[config.mk]
export PLATFORM = sky130hd
export DESIGN_NAME = ex_mem_stage
export DESIGN_NICKNAME = d
export VERILOG_FILES = /design/src/rtl/ex_mem_stage.sv
export SDC_FILE = /design/constraint.sdc
export NUM_CORES = 1
export LEC_CHECK = 0
export BUFFER_PORTS_ARGS = -buffer_cell sky130_fd_sc_hd__buf_4
export CAP_MARGIN = 20
export CORE_MARGIN = 4
export CORE_UTILIZATION = 51
export CTS_BUF_LIST = sky130_fd_sc_hd__clkbuf_4 sky130_fd_sc_hd__clkbuf_8
export DETAILED_ROUTE_END_ITERATION = 8
export PLACE_DENSITY = 0.93
export SLEW_MARGIN = 20
export SYNTH_ARGS = -nofsm -noshare
export SYNTH_HDL_FRONTEND = slang
export SYNTH_SLANG_ARGS = --single-unit
[constraint.sdc]
create_clock -name clk -period 3.7 [get_ports clk]
set_input_delay 0.185 -clock clk [delete_from_list [all_inputs] [get_ports clk]]
set_output_delay 0.185 -clock clk [all_outputs]
set_load 0.01 [all_outputs]
[src/rtl/ex_mem_stage.sv]
// EX/MEM pipeline register with flag update, branch resolve and sticky halt.
// Define EX_MEM_STAGE_RETIRE_CNT_EN to build the retired-instruction counter.
module ex_mem_stage (
  input  logic        clk,
  input  logic        rst,
  input  logic        en,
  input  logic        flush,
  input  logic        ex_valid,
  input  logic [4:0]  ex_op,
  input  logic [15:0] ex_alu_o,
  input  logic        ex_cf,
  input  logic [15:0] ex_store_data,
  input  logic [2:0]  ex_rd,
  output logic        mem_valid,
  output logic [4:0]  mem_op,
  output logic [15:0] mem_alu_o,
  output logic [15:0] mem_store_data,
  output logic [2:0]  mem_rd,
  output logic        flag_cf,
  output logic        flag_zf,
  output logic        flag_nf,
  output logic        branch_taken,
  output logic [15:0] branch_target,
  output logic        halted,
  output logic [15:0] retired_cnt
);

  localparam logic [4:0] OP_NOP   = 5'b00000;
  localparam logic [4:0] OP_HALT  = 5'b00001;
  localparam logic [4:0] OP_SLL   = 5'b00100;
  localparam logic [4:0] OP_ROR   = 5'b00101;
  localparam logic [4:0] OP_SRL   = 5'b00110;
  localparam logic [4:0] OP_SRA   = 5'b00111;
  localparam logic [4:0] OP_ADD   = 5'b01000;
  localparam logic [4:0] OP_ADDI  = 5'b01001;
  localparam logic [4:0] OP_SUB   = 5'b01010;
  localparam logic [4:0] OP_SUBI  = 5'b01011;
  localparam logic [4:0] OP_CMP   = 5'b01100;
  localparam logic [4:0] OP_AND   = 5'b01101;
  localparam logic [4:0] OP_OR    = 5'b01110;
  localparam logic [4:0] OP_XOR   = 5'b01111;
  localparam logic [4:0] OP_LDIH  = 5'b10000;
  localparam logic [4:0] OP_ADDC  = 5'b10001;
  localparam logic [4:0] OP_SUBC  = 5'b10010;
  localparam logic [4:0] OP_ADDRI = 5'b10011;
  localparam logic [4:0] OP_SUBRI = 5'b10100;
  localparam logic [4:0] OP_NOT   = 5'b10101;
  localparam logic [4:0] OP_MOVR  = 5'b10110;
  localparam logic [4:0] OP_MOV   = 5'b10111;
  localparam logic [4:0] OP_JUMP  = 5'b11000;
  localparam logic [4:0] OP_JMPR  = 5'b11001;
  localparam logic [4:0] OP_BZ    = 5'b11010;
  localparam logic [4:0] OP_BNZ   = 5'b11011;
  localparam logic [4:0] OP_BN    = 5'b11100;
  localparam logic [4:0] OP_BNN   = 5'b11101;
  localparam logic [4:0] OP_BC    = 5'b11110;
  localparam logic [4:0] OP_BNC   = 5'b11111;

  logic accept;
  logic load;
  logic arith;
  logic logic_op;
  logic taken;

  assign accept = en & ex_valid & ~flush & ~halted;
  assign load   = en | flush;

  // Branch conditions see the flags as they stood before this edge.
  always_comb begin
    arith    = 1'b0;
    logic_op = 1'b0;
    taken    = 1'b0;
    case (ex_op)
      OP_ADD, OP_ADDI, OP_ADDRI, OP_LDIH, OP_SUB,
      OP_SUBI, OP_SUBRI, OP_CMP, OP_ADDC, OP_SUBC:
        arith = 1'b1;
      OP_AND, OP_OR, OP_XOR, OP_NOT, OP_MOVR,
      OP_MOV, OP_SLL, OP_SRL, OP_SRA, OP_ROR:
        logic_op = 1'b1;
      OP_BZ:   taken = flag_zf;
      OP_BNZ:  taken = ~flag_zf;
      OP_BN:   taken = flag_nf;
      OP_BNN:  taken = ~flag_nf;
      OP_BC:   taken = flag_cf;
      OP_BNC:  taken = ~flag_cf;
      OP_JUMP, OP_JMPR:
        taken = 1'b1;
      default: ;
    endcase
  end

  always_ff @(posedge clk or posedge rst) begin
    if (rst) begin
      mem_valid      <= 1'b0;
      mem_op         <= OP_NOP;
      mem_alu_o      <= '0;
      mem_store_data <= '0;
      mem_rd         <= '0;
      flag_cf        <= 1'b0;
      flag_zf        <= 1'b0;
      flag_nf        <= 1'b0;
      branch_taken   <= 1'b0;
      branch_target  <= '0;
      halted         <= 1'b0;
    end else if (load) begin
      if (accept) begin
        mem_valid      <= 1'b1;
        mem_op         <= ex_op;
        mem_alu_o      <= ex_alu_o;
        mem_store_data <= ex_store_data;
        mem_rd         <= ex_rd;
      end else begin
        mem_valid      <= 1'b0;
        mem_op         <= OP_NOP;
        mem_alu_o      <= '0;
        mem_store_data <= '0;
        mem_rd         <= '0;
      end
      if (accept & arith)
        flag_cf <= ex_cf;
      if (accept & (arith | logic_op)) begin
        flag_zf <= (ex_alu_o == 16'h0000);
        flag_nf <= ex_alu_o[15];
      end
      branch_taken <= accept & taken;
      if (accept & taken)
        branch_target <= ex_alu_o;
      if (accept & (ex_op == OP_HALT))
        halted <= 1'b1;
    end
  end

`ifdef EX_MEM_STAGE_RETIRE_CNT_EN
  logic [15:0] cnt_q;

  always_ff @(posedge clk or posedge rst) begin
    if (rst)
      cnt_q <= '0;
    else if (accept)
      cnt_q <= cnt_q + 16'd1;
  end

  assign retired_cnt = cnt_q;
`else
  assign retired_cnt = 16'h0000;
`endif

endmodule

==> results_dict.tcl <==
set metrics [dict create \
    ant_nets 0 \
    coreArea_um2 4720 \
    core.rowCount 25 \
    clk_latency_ns 0.33 \
    async_flop_share_pct 100 \
    grt_pass1_wl_mm 9.87 \
    place_inst 340 \
    cap_violations 0 \
    synth.cell_area_um2 2500 \
    antenna_found_initial 0 \
    rsz0062_at_grt "false" \
    clockRootBuffer "clkbuf_8" \
    routed_wl_mm 6.09 \
    critPathLaunchType "register" \
    final_nets 330 \
    synth_area_per_cell_um2 14.3 \
    syn_inst 175 \
    cts_tree "yes" \
    numClockSinks 62 \
    slew_violations 0 \
    die_area_um2 6080 \
    stdcell_count 355 \
    cts_hold_buf 0 \
    io_buffer_count 107 \
    vias_per_cell 5.11 \
    track_usage_pct 21.2 \
    drive_gt1_share_pct 51.0 \
    grt_pass1_vias 1909 \
    clk_path_buf_depth 2 \
    start_util_pct 52.9 \
    die_width_um 78.0 \
    hpwl_mm 4.32 \
    clk_pin_slew_ns 0.07 \
    netlist_top_cells_area "dfrtp_1 (62%), a22o_1 (14%), mux2_4 (5.4%)" \
    grt_start_max_net_pins 44 \
    vias 1813 \
    grt_overflow 0 \
    design_area_um2 3490 \
    finalCritPeriodShare_pct 59.6 \
    skew_ns 0.00488 \
    synth-main-ff-cell "dfrtp_1" \
    yosys.area.top_type "dfrtp_1" \
    seq_area_frac_synth_pct 62.1 \
    peakVddDrop_v 0.000240 \
    end_kind "register" \
    min_path_type "input pin to asynchronous set/reset pin" \
    worstMarginPinSlew_ns 1.03 \
    gp_congestion 0.781 \
    fin_setup_tns_ns 0 \
    cp_max_fo 17 \
    power_leakage_uw 0.00189 \
    post-route-min-period_ns 2.20 \
    ys_types 25 \
    relSlewSlack_pct 31.2 \
    status "finished clean" \
    synth_top_area_share_pct 62.1 \
    yosysWarnings 0 \
    post_cts_buffers 0 \
    antennaDiodeCount 0 \
    synth_edf_count 0 \
    max_freq_ghz 0.454 \
    power_density_nw_per_um2 382 \
    chipHeight_um 78.0 \
    ys_ff_latch 62 \
    hold_viol 0 \
    path_class "register to register" \
    wire_per_inst_um 17.1 \
    areaGrowthSynthToFinish_pct 39.7 \
    boundaryPins 124 \
    final_util_pct 73.9 \
    finalSetupViolations 0 \
    cp_data_required_time_ns 3.91 \
    placed_cell_area_um2 3290 \
    drt_iter0_drc 127 \
    post_cts_resized 0 \
    critPathArrivalTime_ns 2.42 \
    firstDrtPassIters 4 \
    numCtsBuffers 9 \
    htreeDepth 3 \
    drcViolationCount 0 \
]
==> path summary, 6_finish.rpt <==
path	depth (start not counted)	endpoint	startpoint	slack, ns
max in group asynchronous	3	mem_store_data[10]$_DFFE_PP0P_	rst	2.87
hold reg to reg	1	mem_valid$_DFFE_PP0P_	mem_valid$_DFFE_PP0P_	0.48
min in group clk	2	mem_store_data[14]$_DFFE_PP0P_	ex_store_data[14]	0.07
setup reg to reg	4	branch_target[11]$_DFFE_PP0P_	halted$_DFFE_PP0P_	1.50
setup / recovery	4	branch_target[11]$_DFFE_PP0P_	halted$_DFFE_PP0P_	1.50
hold / removal	2	mem_rd[0]$_DFFE_PP0P_	rst	0.03
==> metrics by stage <==
step                      setup WS [ns]  hold slack (ns)  total power [uW]
after floorplan                    1.81            0.281               736
after global placement             1.51            0.394               778
after detailed placement           1.47            0.408               780
after CTS                          1.47           0.0540              1340
after global routing               1.40           0.0703              1380
final                              1.50           0.0307              1330
==> layer usage <==
layer	vias to the layer above	wire length (um)	track usage [%]	share of wire (%)
met5	-	0	0	0
met4	0	99	10.5	1.6
met3	8	440	5.68	7.2
met2	80	3040	34.8	50
met1	890	2510	26.0	41
li1	835	-	-	-
==> synth_stat cells (2+ instances only) <==
cell type and n:
o21ai_0 2, a22o_1 39, a21o_1 2, dfrtp_1 62, nor4_1 4, nor2_1 2
clkbuf_1 8, buf_4 17, mux2_4 9, inv_1 2, mux2_2 9, nand2_1 5
xor2_1 2
==> sequential cells by signal, summed over array words and instances (netlist names) <==
| name | cells |
|---|---|
| branch_taken | 1 |
| branch_target | 16 |
| flag_cf | 1 |
| flag_nf | 1 |
| flag_zf | 1 |
| halted | 1 |
| mem_alu_o | 16 |
| mem_op | 5 |
| mem_rd | 3 |
| mem_store_data | 16 |
| mem_valid | 1 |
==> placed cells by master (no fill, tap or decap) <==
cell	n
clkbuf_8	13
nand4b_1	1
mux2_2	9
a211oi_4	1
mux2i_1	1
nor2_4	1
and4bb_2	1
a21o_1	2
clkbuf_4	2
nand2_1	5
xor2_1	2
nand3_2	1
nor4_1	4
a22o_1	39
mux2_4	9
conb_1	16
nand4_1	1
inv_2	1
or3_1	1
o21ai_0	2
nand3_1	1
o31ai_1	1
nor2_1	1
buf_4	109
dfrtp_1	62
inv_1	1
nor3b_1	1
==> cells by family after synthesis <==
group,Yosys count,share of synthesized area [%]
buffers and inverters,28,7.06
AND/OR/NAND/NOR,18,4.31
other,1,0.150
multiplexers,19,9.87
AO/OA/AOI/OAI,45,15.8
XOR/XNOR,2,0.702
flip-flops,62,62.1
==> where the power goes <==
part | switching (uW) | total (uW) | leakage [uW] | internal, uW
Sequential | 1.17 | 681 | 0.000861 | 680
Clock | 238 | 566 | 0.000103 | 328
Combinational | 48.9 | 86.8 | 0.000925 | 37.9
==> critical path: stages, from the launching register on <==
cell and delay (ns):
dfrtp_1 0.39, and4bb_2 0.32, nand3_2 0.10, a211oi_4 0.85
mux2_2 0.42
==> cell type report <==
type                    count  area [um2]
well taps                  67        83.8
flip-flops and latches     62        1550
inverters                   2        7.51
repair buffers            109         818
multi-input cells         100         833
fillers                   324        1230
clock buffers              15         194
Note: power is estimated with default switching activity, not from simulation.
